<file path="config.mk">
export PLATFORM = sky130hd
export DESIGN_NAME = des_subkey_generator
export DESIGN_NICKNAME = d
export VERILOG_FILES = /design/src/rtl/des_subkey_generator.sv
export SDC_FILE = /design/constraint.sdc
export NUM_CORES = 1
export LEC_CHECK = 0
export BUFFER_PORTS_ARGS = -buffer_cell sky130_fd_sc_hd__buf_2
export CORE_MARGIN = 4
export CORE_UTILIZATION = 52
export DETAILED_ROUTE_END_ITERATION = 8
export PLACE_DENSITY = 0.77
export SYNTH_ARGS = -nofsm -noshare
export SYNTH_HDL_FRONTEND = slang
export SYNTH_SLANG_ARGS = --single-unit
</file>
<file path="constraint.sdc">
create_clock -name clk -period 2.84 [get_ports clk]
set_clock_uncertainty 0.05 [all_clocks]
set_input_delay 0.426 -clock clk [delete_from_list [all_inputs] [get_ports clk]]
set_output_delay 0.426 -clock clk [all_outputs]
set_load 0.02 [all_outputs]
</file>
<file path="src/rtl/des_subkey_generator.sv">
// -----------------------------------------------------------------------------
// des_subkey_generator
//
// Purpose:
//   Key-schedule engine for a DES round datapath. After a key load it emits the
//   sixteen 48-bit round subkeys one at a time. Encrypt mode emits K1..K16.
//   Decrypt mode emits K16..K1 by rotating the C/D halves to the right, so the
//   same round datapath performs decryption.
//
//   The C and D halves are kept in registers. The subkey is PC-2 of {C,D},
//   computed combinationally from those registers. Advancing one round rotates
//   C and D by the shift count of the FIPS 46-3 schedule.
//
// Ports:
//   clk           in   1   system clock, rising edge
//   n_rst         in   1   asynchronous reset, active-low
//   key_load      in   1   one-cycle pulse: capture key_in/decrypt, restart
//   key_in        in  64   DES key, key_in[63] = DES bit 1 (parity ignored)
//   decrypt       in   1   mode, sampled only on key_load (1 = reverse order)
//   next_key      in   1   advance to the next subkey (only while valid)
//   subkey        out 48   current subkey, subkey[47] = DES bit 1
//   round_idx     out  4   schedule position 0..15
//   subkey_valid  out  1   subkey is valid for round round_idx
//   schedule_done out  1   all 16 subkeys consumed
// -----------------------------------------------------------------------------
module des_subkey_generator (
    input  logic        clk,
    input  logic        n_rst,
    input  logic        key_load,
    input  logic [63:0] key_in,
    input  logic        decrypt,
    input  logic        next_key,
    output logic [47:0] subkey,
    output logic [3:0]  round_idx,
    output logic        subkey_valid,
    output logic        schedule_done
);

    // -------------------------------------------------------------------------
    // Permuted Choice 1: output bit i (1-based, MSB first) takes DES key bit
    // PC1[i]. Entries are packed 6 bits each, entry 1 in the top slot.
    // -------------------------------------------------------------------------
    localparam logic [56*6-1:0] PC1_TAB = {
        6'd57, 6'd49, 6'd41, 6'd33, 6'd25, 6'd17, 6'd9,
        6'd1,  6'd58, 6'd50, 6'd42, 6'd34, 6'd26, 6'd18,
        6'd10, 6'd2,  6'd59, 6'd51, 6'd43, 6'd35, 6'd27,
        6'd19, 6'd11, 6'd3,  6'd60, 6'd52, 6'd44, 6'd36,
        6'd63, 6'd55, 6'd47, 6'd39, 6'd31, 6'd23, 6'd15,
        6'd7,  6'd62, 6'd54, 6'd46, 6'd38, 6'd30, 6'd22,
        6'd14, 6'd6,  6'd61, 6'd53, 6'd45, 6'd37, 6'd29,
        6'd21, 6'd13, 6'd5,  6'd28, 6'd20, 6'd12, 6'd4
    };

    // -------------------------------------------------------------------------
    // Permuted Choice 2: subkey bit j (1-based, MSB first) takes bit PC2[j]
    // of the 56-bit {C,D} vector (bit 1 = C MSB).
    // -------------------------------------------------------------------------
    localparam logic [48*6-1:0] PC2_TAB = {
        6'd14, 6'd17, 6'd11, 6'd24, 6'd1,  6'd5,
        6'd3,  6'd28, 6'd15, 6'd6,  6'd21, 6'd10,
        6'd23, 6'd19, 6'd12, 6'd4,  6'd26, 6'd8,
        6'd16, 6'd7,  6'd27, 6'd20, 6'd13, 6'd2,
        6'd41, 6'd52, 6'd31, 6'd37, 6'd47, 6'd55,
        6'd30, 6'd40, 6'd51, 6'd45, 6'd33, 6'd48,
        6'd44, 6'd49, 6'd39, 6'd56, 6'd34, 6'd53,
        6'd46, 6'd42, 6'd50, 6'd36, 6'd29, 6'd32
    };

    // -------------------------------------------------------------------------
    // Schedule state. One-hot encoding lets the status outputs come straight
    // from a single state flop, so they cannot glitch during a state change.
    // -------------------------------------------------------------------------
    typedef enum logic [2:0] {
        ST_IDLE   = 3'b001,
        ST_ACTIVE = 3'b010,
        ST_DONE   = 3'b100
    } state_e;

    localparam int ACTIVE_BIT = 1;
    localparam int DONE_BIT   = 2;

    // -------------------------------------------------------------------------
    // Helper functions
    // -------------------------------------------------------------------------

    // DES bit n of the key lives at key_in[64-n]. Parity bits (DES bits
    // 8,16,...,64) are never selected by PC-1.
    function automatic logic [55:0] pc1(input logic [63:0] key);
        logic [55:0] cd;
        logic [5:0]  src;
        cd = '0;
        for (int i = 0; i < 56; i++) begin
            src        = PC1_TAB[(55 - i) * 6 +: 6];
            cd[55 - i] = key[64 - int'(src)];
        end
        return cd;
    endfunction

    function automatic logic [47:0] pc2(input logic [55:0] cd);
        logic [47:0] k;
        logic [5:0]  src;
        k = '0;
        for (int j = 0; j < 48; j++) begin
            src       = PC2_TAB[(47 - j) * 6 +: 6];
            k[47 - j] = cd[56 - int'(src)];
        end
        return k;
    endfunction

    // Shift table S[1..16] = 1,1,2,2,2,2,2,2,1,2,2,2,2,2,2,1.
    // Returns 1'b1 for a single-bit shift, 1'b0 for a double shift.
    function automatic logic is_single_shift(input logic [4:0] n);
        return (n == 5'd1) || (n == 5'd2) || (n == 5'd9) || (n == 5'd16);
    endfunction

    function automatic logic [27:0] rotl28(input logic [27:0] x, input logic single);
        return single ? {x[26:0], x[27]} : {x[25:0], x[27:26]};
    endfunction

    function automatic logic [27:0] rotr28(input logic [27:0] x, input logic single);
        return single ? {x[0], x[27:1]} : {x[1:0], x[27:2]};
    endfunction

    // -------------------------------------------------------------------------
    // Registers and internal wires
    // -------------------------------------------------------------------------
    state_e      r_state;
    state_e      w_state_next;
    logic [27:0] r_c;
    logic [27:0] r_d;
    logic        r_mode;
    logic [3:0]  r_round_idx;

    logic [55:0] w_pc1;
    logic        w_enc_single;
    logic        w_dec_single;
    logic        w_advance;
    logic        w_last_round;

    // -------------------------------------------------------------------------
    // Combinational helpers for the datapath.
    // -------------------------------------------------------------------------
    always_comb begin
        // NOTE: every signal driven here gets a value on every path first, so
        // no latch can be inferred whatever the branch structure becomes.
        w_pc1        = pc1(key_in);
        // Encrypt: moving from position p to p+1 produces K(p+2), so the
        // rotation is S[p+2].
        w_enc_single = is_single_shift({1'b0, r_round_idx} + 5'd2);
        // Decrypt: position p holds K(16-p); undoing its shift S[16-p] yields
        // the previous key in the forward schedule.
        w_dec_single = is_single_shift(5'd16 - {1'b0, r_round_idx});
        w_last_round = (r_round_idx == 4'd15);
        // key_load has priority, so a simultaneous next_key is discarded.
        w_advance    = r_state[ACTIVE_BIT] && next_key && !key_load;
    end

    // -------------------------------------------------------------------------
    // FSM: state register
    // -------------------------------------------------------------------------
    always_ff @(posedge clk or negedge n_rst) begin
        // NOTE: sequential state is updated only with non-blocking assignments
        // so every flop samples values from before the clock edge.
        if (!n_rst) begin
            r_state <= ST_IDLE;
        end else begin
            r_state <= w_state_next;
        end
    end

    // -------------------------------------------------------------------------
    // FSM: next-state logic
    // -------------------------------------------------------------------------
    always_comb begin
        w_state_next = r_state;
        if (key_load) begin
            w_state_next = ST_ACTIVE;
        end else begin
            unique case (r_state)
                ST_IDLE:   w_state_next = ST_IDLE;
                ST_ACTIVE: w_state_next = (next_key && w_last_round) ? ST_DONE : ST_ACTIVE;
                ST_DONE:   w_state_next = ST_DONE;
                default:   w_state_next = ST_IDLE;
            endcase
        end
    end

    // -------------------------------------------------------------------------
    // FSM: outputs. Status flags are single state flops; the subkey is a pure
    // permutation of the C/D registers.
    // -------------------------------------------------------------------------
    always_comb begin
        subkey        = pc2({r_c, r_d});
        round_idx     = r_round_idx;
        subkey_valid  = r_state[ACTIVE_BIT];
        schedule_done = r_state[DONE_BIT];
    end

    // -------------------------------------------------------------------------
    // Key-schedule datapath: C, D, mode and round position.
    // -------------------------------------------------------------------------
    always_ff @(posedge clk or negedge n_rst) begin
        // NOTE: every datapath register is reset, so subkey reads as zero
        // straight out of reset rather than as unknown.
        if (!n_rst) begin
            r_c         <= '0;
            r_d         <= '0;
            r_mode      <= 1'b0;
            r_round_idx <= '0;
        end else if (key_load) begin
            r_mode      <= decrypt;
            r_round_idx <= '0;
            if (decrypt) begin
                // C16/D16 equal C0/D0 (total rotation is 28), so K16 is
                // PC-2 of the unrotated PC-1 output.
                r_c <= w_pc1[55:28];
                r_d <= w_pc1[27:0];
            end else begin
                // K1 uses a single left shift (S[1] = 1).
                r_c <= rotl28(w_pc1[55:28], 1'b1);
                r_d <= rotl28(w_pc1[27:0],  1'b1);
            end
        end else if (w_advance && !w_last_round) begin
            r_round_idx <= r_round_idx + 4'd1;
            if (r_mode) begin
                r_c <= rotr28(r_c, w_dec_single);
                r_d <= rotr28(r_d, w_dec_single);
            end else begin
                r_c <= rotl28(r_c, w_enc_single);
                r_d <= rotl28(r_d, w_enc_single);
            end
        end
    end

endmodule

</file>
### Word level (Yosys, flattened, before mapping)

Index checks and enable logic that the tools add are counted.

* bits in registers: 64
* latch bits: 0
* RAM bits: 0
* ROM bits: 0
* input bits: 69
* output and inout bits: 54
* word-level logic and storage cells: 49
* memories kept: 0

* $add $sub $neg: 3
* multipliers: 0
* div/mod/pow operators: 0
* $lt $le $gt $ge: 0
* equality and inequality tests: 11
* shifts and indexed selects: 0
* muxes and demuxes: 17
* bitwise logic cells: 0
* reductions and logical operators: 13

Operators with widths (count)
* two-way mux 28 bit: 12
* == test 5 x 1 -> 1 bit, second input constant: 2
* == test 5 x 2 -> 1 bit, second input constant: 2
* == test 5 x 4 -> 1 bit, second input constant: 2
* == test 5 bit, second input constant: 2
* two-way mux 4 bit: 2
* logical OR 1 bit: 6
* two-way mux 3 bit: 2
* case mux 3 bit (2 select lines): 1
* adder 4 x 2 -> 5 bit, second input constant: 1
* subtractor 5 x 4 -> 5 bit, first input constant: 1
* adder 4 x 1 -> 4 bit, second input constant: 1
* == test 4 bit, second input constant: 1
* logical AND 1 bit: 4
* == test 3 x 2 -> 1 bit, second input constant: 1
* == test 3 bit, second input constant: 1
* logical NOT 1 bit: 2
* nonzero test 2 bit: 1

### Logic depth before layout (Yosys ltp)

Gate-level depths: netlist (run 1).

* word-level depth: 9
* mapped depth: 11
* depth with buffers taken out: 8

### Least setup slack after synthesis (run 1)

Ideal clock, no wire load.

* kind: register -> register
* from: reg r_round_idx[1] (netlist: round_idx[1])
* to: reg r_c[26]
* setup time: 121 ps
* arrival time: 2316 ps
* required time: 2669 ps
* slack: 352 ps
* stages on the path, launching flop included: 10
* path buffers: 1
* clock period less this slack: 2488 ps
* cell sequence: dfrtp_1 inv_1 ha_1 nand2b_4 and3_1 o32a_1 buf_6 mux2_4 a221o_1 o22a_1

* cells in the longest elaborated chain, start to end: 9
* elaborated cells on any way between the ends: 25
* those cells by class: 2 x add/sub; 9 x eq/ne; 5 x mux; 9 x reduce/logical

Ends and longest elaborated chain
* start: declaration: RTL line 132 `logic [3:0] r_round_idx;`
* start signal: assignment: RTL line 224 `r_round_idx <= r_round_idx + 4'd1;`
* subtractor 5 x 4 -> 5 bit / adder 4 x 2 -> 5 bit (equally long branches): RTL line 152, 149
* == test 5 x 1 -> 1 bit / == test 5 x 2 -> 1 bit (equally long branches): RTL line 113 `return (n == 5'd1) || (n == 5'd2) || (n == 5'd9) || (n == 5'd16);`
* logical OR 1 bit (3 in a row): RTL line 113
* two-way mux 28 bit, on equally long branches: RTL line 121, 117
* two-way mux 28 bit: RTL line 225 `if (r_mode) begin`
* two-way mux 28 bit: RTL line 223 `end else if (w_advance && !w_last_round) begin`
* two-way mux 28 bit: RTL line 210 `end else if (key_load) begin`
* end signal: assignment: RTL line 216 `r_c <= w_pc1[55:28];`
* end signal: assignment: RTL line 226 `r_c <= rotr28(r_c, w_dec_single);`
* end signal: assignment: RTL line 229 `r_c <= rotl28(r_c, w_enc_single);`
* end: declaration: RTL line 129 `logic [27:0] r_c;`

Parallel ways exist; a longest one is shown, timed or not. The select of a mux whose other input is x is not followed.
A chain may end at the register's enable or synchronous reset.

### Final worst setup path (run 1)

* from: reg r_round_idx[1] (netlist: round_idx[1])
* to: reg r_d[9]

* cells in the longest elaborated chain, start to end: 9
* elaborated cells on any way between the ends: 25
* those cells by class: 2 x add/sub; 9 x eq/ne; 5 x mux; 9 x reduce/logical

Ends and longest elaborated chain
* subtractor 5 x 4 -> 5 bit / adder 4 x 2 -> 5 bit (equally long branches): RTL line 152, 149
* == test 5 x 1 -> 1 bit / == test 5 x 2 -> 1 bit (equally long branches): RTL line 113
* logical OR 1 bit (3 in a row): RTL line 113
* two-way mux 28 bit, on equally long branches: RTL line 121, 117
* two-way mux 28 bit: RTL line 225
* two-way mux 28 bit: RTL line 223
* two-way mux 28 bit: RTL line 210
* end signal: assignment: RTL line 221 `r_d <= rotl28(w_pc1[27:0], 1'b1);`
* end signal: assignment: RTL line 227 `r_d <= rotr28(r_d, w_dec_single);`
* end signal: assignment: RTL line 230 `r_d <= rotl28(r_d, w_enc_single);`
* end: declaration: RTL line 130 `logic [27:0] r_d;`

Parallel ways exist; a longest one is shown, timed or not. The select of a mux whose other input is x is not followed.

==> qor.yml, run 1 <==
outcome:
  status: "completed"
setup_path:
  crit_slowest_cell: "dfrtp_1"
  path_buf_inv: 2
  crit_family: "compound AO/OA/AOI/OAI gates"
  cp-end-kind: "flop"
  path_class: "reg -> reg"
  reg2regPathDepth: 9
  cp.depth: 9
  startpoint_type: "flop"
  crit_path_max_incr_delay_ns: 0.41
  worst_ep_required_time_ns: 3.01
  critPathMaxFanout: 33
  path_cells: "buf_4 -> ha_1 -> nor2_1 -> o31ai_1 -> o32a_2 -> buf_12 -> mux2_1 -> a211oi_1 -> o221ai_1"
  cp.arrival_ns: 2.87
drt:
  firstDrtPassIters: 6
  num_vias: 6136
  wirelength_mm: 19.55
  drc_errors: 0
  vias_per_cell: 6.879
  wl_per_cell_um: 21.92
  drt-initial-drc-count: 913
  ant_nets: 0
cts:
  cts_buffers: 9
  post-cts-setup-buffer-count: 0
  cts_root_buffer: "clkbuf_8"
  tritoncts: "yes"
  cts_htree_levels: 3
  clock-sinks: 64
  clk_pin_slew_ns: 0.08
  clk_latency_ns: 0.35
  clockBufferDepth: 2
sta:
  tns_ns: 0
  timing_worst_slew_pin_value_ns: 1.004
  period_share_pct: 94.82
  slew_headroom_pct: 33.04
  slew_viol_final: 0
  rsz0062_at_grt: "false"
  timing.final.hold_violations: 0
  fmax_ghz: 0.3714
  setup_viol: 0
  finalCriticalPeriod_ns: 2.693
  timing.final.ws_setup_ns: 0.1472
  whs_ns: 0.003506
place:
  portBuffers: 114
  place_inst: 876
  place.gp.congestion: 0.9549
  post-dp-hpwl_mm: 13.41
  place_area_um2: 6262
  pre_cts_ws_ns: 0.01547
floorplanning:
  num_rows: 38
  dieWidth_um: 113.9
  start_util_pct: 53.60
  pin_count: 123
  die_area_um2: 12980
  fp.coreArea_um2: 10890
  die_y_um: 113.9
logic_synthesis:
  syn-num-nets: 770
  ys_types: 52
  synth.avg_cell_area_um2: 8.397
  ys_ff_latch: 64
  synth_edf_count: 0
  async_flop_share_pct: 100.0
  yosysSeqAreaShare_pct: 27.47
  syn_inst: 695
  ys.flop_type: "dfrtp_1"
  yosysWarnings: 0
  syn-cell-area_um2: 5836
final_layout:
  nFillCells: 975
  final_nets: 822
  fin_util_pct: 59.62
  syn2layout_area_growth_pct: 11.24
  final_cell_area_um2: 6491
  drive_gt1_share_pct: 25.00
  fin_cells: 892
  mostFrequentLayoutCell: "buf_2"
  num_antenna_cells: 0
  mostFrequentLayoutCells: "113 x buf_2, 95 x nand2_1, 94 x mux2i_1, 63 x dfrtp_1, 53 x a21oi_1"
grt:
  antenna_found_initial: 0
  grt_overflow: 0
  grt_pass1_vias: 6016
  track_usage_pct: 29.89
  grt_max_degree: 61
  grt_pass1_wl_mm: 31.19
power_and_ir_drop:
  finalPower_mw: 4.061
  power_leakage_nw: 2.845
  irDropWorstVdd_uv: 320.1
  powerDensity_nw_per_um2: 625.6
min_path:
  hold_path.class: "in -> async"
run:
  drv_cap: 0
-- logic make-up (layout without fill, tap and decap cells) --
family,after synthesis,count (layout),synth area share (%)
AO/OA/AOI/OAI,173,173,21.72
XOR/XNOR,3,3,0.4503
adder cells (fa/ha/maj),6,6,1.286
buffers and inverters,113,170,11.21
flip-flops,64,64,27.47
multiplexers,119,119,21.01
AND/OR/NAND/NOR,217,217,16.85
-- cell type report --
class / instances / area (um^2) / share of cell area [%]
clock inverter: 2 / 35.03 / 0.5397
sequential: 64 / 1603 / 24.69
tap: 140 / 175.2 / 2.699
clock buffer: 14 / 182.7 / 2.814
inverter: 5 / 18.77 / 0.2891
timing repair buffer: 149 / 885.9 / 13.65
multi-input combinational: 518 / 3591 / 55.32
-- sequential cells by signal (all words and copies together) (netlist names) --
register / cells
r_mode: 1
r_c: 28
round_idx: 4
r_state: 3
r_d: 28
-- final timing paths --
| kind | startpoint | end | slack (ns) |
|---|---|---|---|
| worst max-delay path | round_idx[1]$_DFFE_PN0P_ | r_d[9]$_DFFE_PN0P_ | 0.15 |
| worst min-delay path | n_rst | r_d[1]$_DFFE_PN0P_ | 0.004 |
| worst max register to register | round_idx[1]$_DFFE_PN0P_ | r_d[9]$_DFFE_PN0P_ | 0.15 |
| worst min register to register | r_state[0]$_DFF_PN1_ | r_state[0]$_DFF_PN1_ | 0.49 |
| max in group asynchronous | n_rst | r_c[8]$_DFFE_PN0P_ | 1.99 |
| min in group clk | key_in[12] | r_c[3]$_DFFE_PN0P_ | 0.37 |
-- report_power, final --
group	total, mW	switching (mW)	internal (mW)	leakage [nW]
sequential	1.40	0.330	1.07	0.729
clock	0.892	0.391	0.501	0.113
combinational	1.77	1.02	0.748	2.00
total	4.06	1.74	2.32	2.85
-- layer usage --
| metal | vias to the layer above | global-route usage, % | routed length, um |
|---|---|---|---|
| met5 | - | 0 | 0 |
| met2 | 460 | 45.32 | 8879 |
| li1 | 2665 | - | - |
| met3 | 68 | 6.897 | 2259 |
| met4 | 0 | 13.54 | 706 |
| met1 | 2943 | 40.62 | 7706 |
-- cell usage after synthesis, drive strengths merged, types with 2 or more instances --
cell	instances	area, um^2
xnor2	2	17.52
a41oi	3	26.28
a22oi	7	52.55
nor3b	7	52.55
nand4	8	50.05
a211oi	9	67.56
a221o	20	200.2
o311a	5	50.05
o221ai	7	61.31
a221oi	8	70.07
o32a	3	30.03
dfrtp	63	1577
o31ai	4	30.03
a32oi	5	43.79
mux2	25	285.3
nand3	42	210.2
mux2i	94	940.9
and2	2	12.51
ha	6	75.07
inv	5	18.77
a222oi	7	70.07
nand2	95	356.6
a21oi	53	265.3
and3	3	18.77
o22a	9	78.83
nor2	32	120.1
nor3	19	95.09
nor2b	2	12.51
a31oi	18	127.6
nand2b	3	26.27
o21ai	11	55.05
clkbuf	40	150.1
buf	68	485.5
or2	2	12.52
-- repair_timing --
| action | in CTS | in global routing |
|---|---|---|
| gates resized for setup | 0 | 1 |
| endpoints found under the setup margin | 0 | 16 |
| hold buffers | 0 | 0 |
(Power assumes the default switching activity.)
==> run 2, diff against run 1 <==
Settings changed: REMOVE_ABC_BUFFERS from default to 1, TNS_END_PERCENT from default to 10.
==> run 2 against run 1 <==
Against the previous run:
- sequential power is essentially flat
- clock power shrank 0.8%
- worst hold slack gained 0.060 ns
- fmax is essentially flat
- first-iteration DRC count shrank 40%
- sequential share of layout area is essentially flat
- combinational power is essentially flat
- wire length shrank 5.4%
- worst setup slack gained 0.0012 ns
- die area is the same
- count of clock-buffer cells in the layout shrank 1
- final area is essentially flat
- critical endpoint is now r_c[26]$_DFFE_PN0P_
==> qor.yml, run 2 (synthesis gave the netlist of run 1 again) <==
outcome:
  status: "completed"
sta:
  timing.final.ws_setup_ns: 0.1484
  slew_headroom_pct: 26.14
  setup_viol: 0
  finalCriticalPeriod_ns: 2.692
  slew_viol_final: 0
  fmax_ghz: 0.3715
  rsz0062_at_grt: "false"
  period_share_pct: 94.78
  timing_worst_slew_pin_value_ns: 1.108
  timing.final.hold_violations: 0
setup_path:
  critPathMaxFanout: 40
  path_class: "reg -> reg"
  cp-end-kind: "flop"
  worst_ep_required_time_ns: 3.03
  cp.arrival_ns: 2.88
  reg2regPathDepth: 9
  startpoint_type: "flop"
drt:
  wirelength_mm: 18.50
  vias_per_cell: 6.647
  num_vias: 5949
  firstDrtPassIters: 8
  drc_errors: 0
  ant_nets: 0
  drt-initial-drc-count: 544
  wl_per_cell_um: 20.67
floorplanning:
  dieWidth_um: 113.9
  die_y_um: 113.9
  num_rows: 38
  die_area_um2: 12980
  pin_count: 123
  fp.coreArea_um2: 10890
  start_util_pct: 53.60
final_layout:
  syn2layout_area_growth_pct: 11.26
  mostFrequentLayoutCells: "113 x buf_2, 95 x nand2_1, 94 x mux2i_1, 61 x dfrtp_1, 53 x a21oi_1"
  mostFrequentLayoutCell: "buf_2"
  final_nets: 825
  num_antenna_cells: 0
  drive_gt1_share_pct: 25.30
cts:
  clock-sinks: 64
  clk_pin_slew_ns: 0.08
  cts_root_buffer: "clkbuf_8"
  cts_htree_levels: 3
  cts_buffers: 9
  tritoncts: "yes"
  clk_latency_ns: 0.35
  hold_buffers: 0
  clockBufferDepth: 2
power_and_ir_drop:
  p_int_mw: 2.339
  comb_power_share_pct: 43.7
  p_clk_share_pct: 22.0
  irDropWorstVdd_uv: 309.7
  seq_power_share_pct: 34.3
  finalPower_mw: 4.020
  swShare_pct: 41.81
  powerDensity_nw_per_um2: 619.1
  power_leakage_nw: 2.846
  switchingPower_mw: 1.681
grt:
  grt_pass1_vias: 5873
  grt_pass1_wl_mm: 29.66
  track_usage_pct: 28.17
  grt_overflow: 0
  grt_max_degree: 58
  antenna_found_initial: 0
place:
  pre_cts_ws_ns: 0.1280
  place.gp.congestion: 0.8690
  post-dp-hpwl_mm: 12.53
  portBuffers: 114
run:
  drv_cap: 0
min_path:
  hold_path.class: "in -> async"
-- run 2: cell count changes in the layout (fill, tap and decap cells not counted), sizes merged --
cell and change:
buf +3, bufinv +1, clkbuf -1
-- run 2: path summary, 6_finish.rpt --
| check | slack (ns) | startpoint | endpoint |
|---|---|---|---|
| setup / recovery | 0.15 | round_idx[0]$_DFFE_PN0P_ | r_c[26]$_DFFE_PN0P_ |
| hold / removal | 0.06 | n_rst | r_c[25]$_DFFE_PN0P_ |
| setup reg to reg | 0.15 | round_idx[0]$_DFFE_PN0P_ | r_c[26]$_DFFE_PN0P_ |
| hold reg to reg | 0.49 | r_state[0]$_DFF_PN1_ | r_state[0]$_DFF_PN1_ |
| max in group asynchronous | 2.01 | n_rst | r_d[9]$_DFFE_PN0P_ |
| min in group clk | 0.38 | key_in[15] | r_c[27]$_DFFE_PN0P_ |
-- run 2: critical path: stages (launching register included) --
cell,delay [ns]
dfrtp_2,0.45
inv_1,0.12
ha_1,0.22
nor2_1,0.07
o31ai_1,0.27
o32a_2,0.25
buf_12,0.27
mux2_4,0.33
a221o_1,0.35
o22a_1,0.20
-- run 2: metal layers --
layer	global-route usage, %	part of all wire [%]
met5	0	0
met3	4.934	8.9
met4	12.59	3.7
met2	45.82	47
met1	36.64	40
-- run 2: layout make-up --
cell class / instances / area (um^2)
tap: 140 / 175.2
sequential: 64 / 1605
timing repair buffer: 152 / 899.6
clock inverter: 3 / 65.06
fill: 938 / 4395
inverter: 5 / 18.77
multi-input combinational: 518 / 3580
clock buffer: 13 / 148.9
-- run 2: through the flow --
| step | area [um^2] | TNS (ns) | util (%) | hold WS (ns) | std cells |
|---|---|---|---|---|---|
| after CTS | 6486 | 0 | 59.57 | 0.07216 | 895 |
| after global routing | 6492 | 0 | 59.63 | 0.09514 | 895 |
| after global placement | 6272 | 0 | 57.61 | 0.4477 | 879 |
| after floorplan | 5200 | -51.02 | - | 0.08041 | 587 |
| final | 6492 | 0 | 59.63 | 0.06334 | 895 |
| after detailed placement | 6272 | 0 | 57.61 | 0.4470 | 879 |
-- run 2: repair_timing --
action                     CTS  global route
setup endpoints to repair    0            15
resized for setup            0             3
buffers inserted             0             0
-- run 2: power by group through the flow --
stage | Sequential [mW] | Clock (mW) | Combinational (mW)
floorplan | 1.46 | 0 | 0.986
global placement | 1.36 | 0 | 1.68
detailed placement | 1.38 | 0 | 1.73
CTS | 1.36 | 0.886 | 1.74
global route | 1.41 | 0.926 | 1.89
finish | 1.38 | 0.885 | 1.76
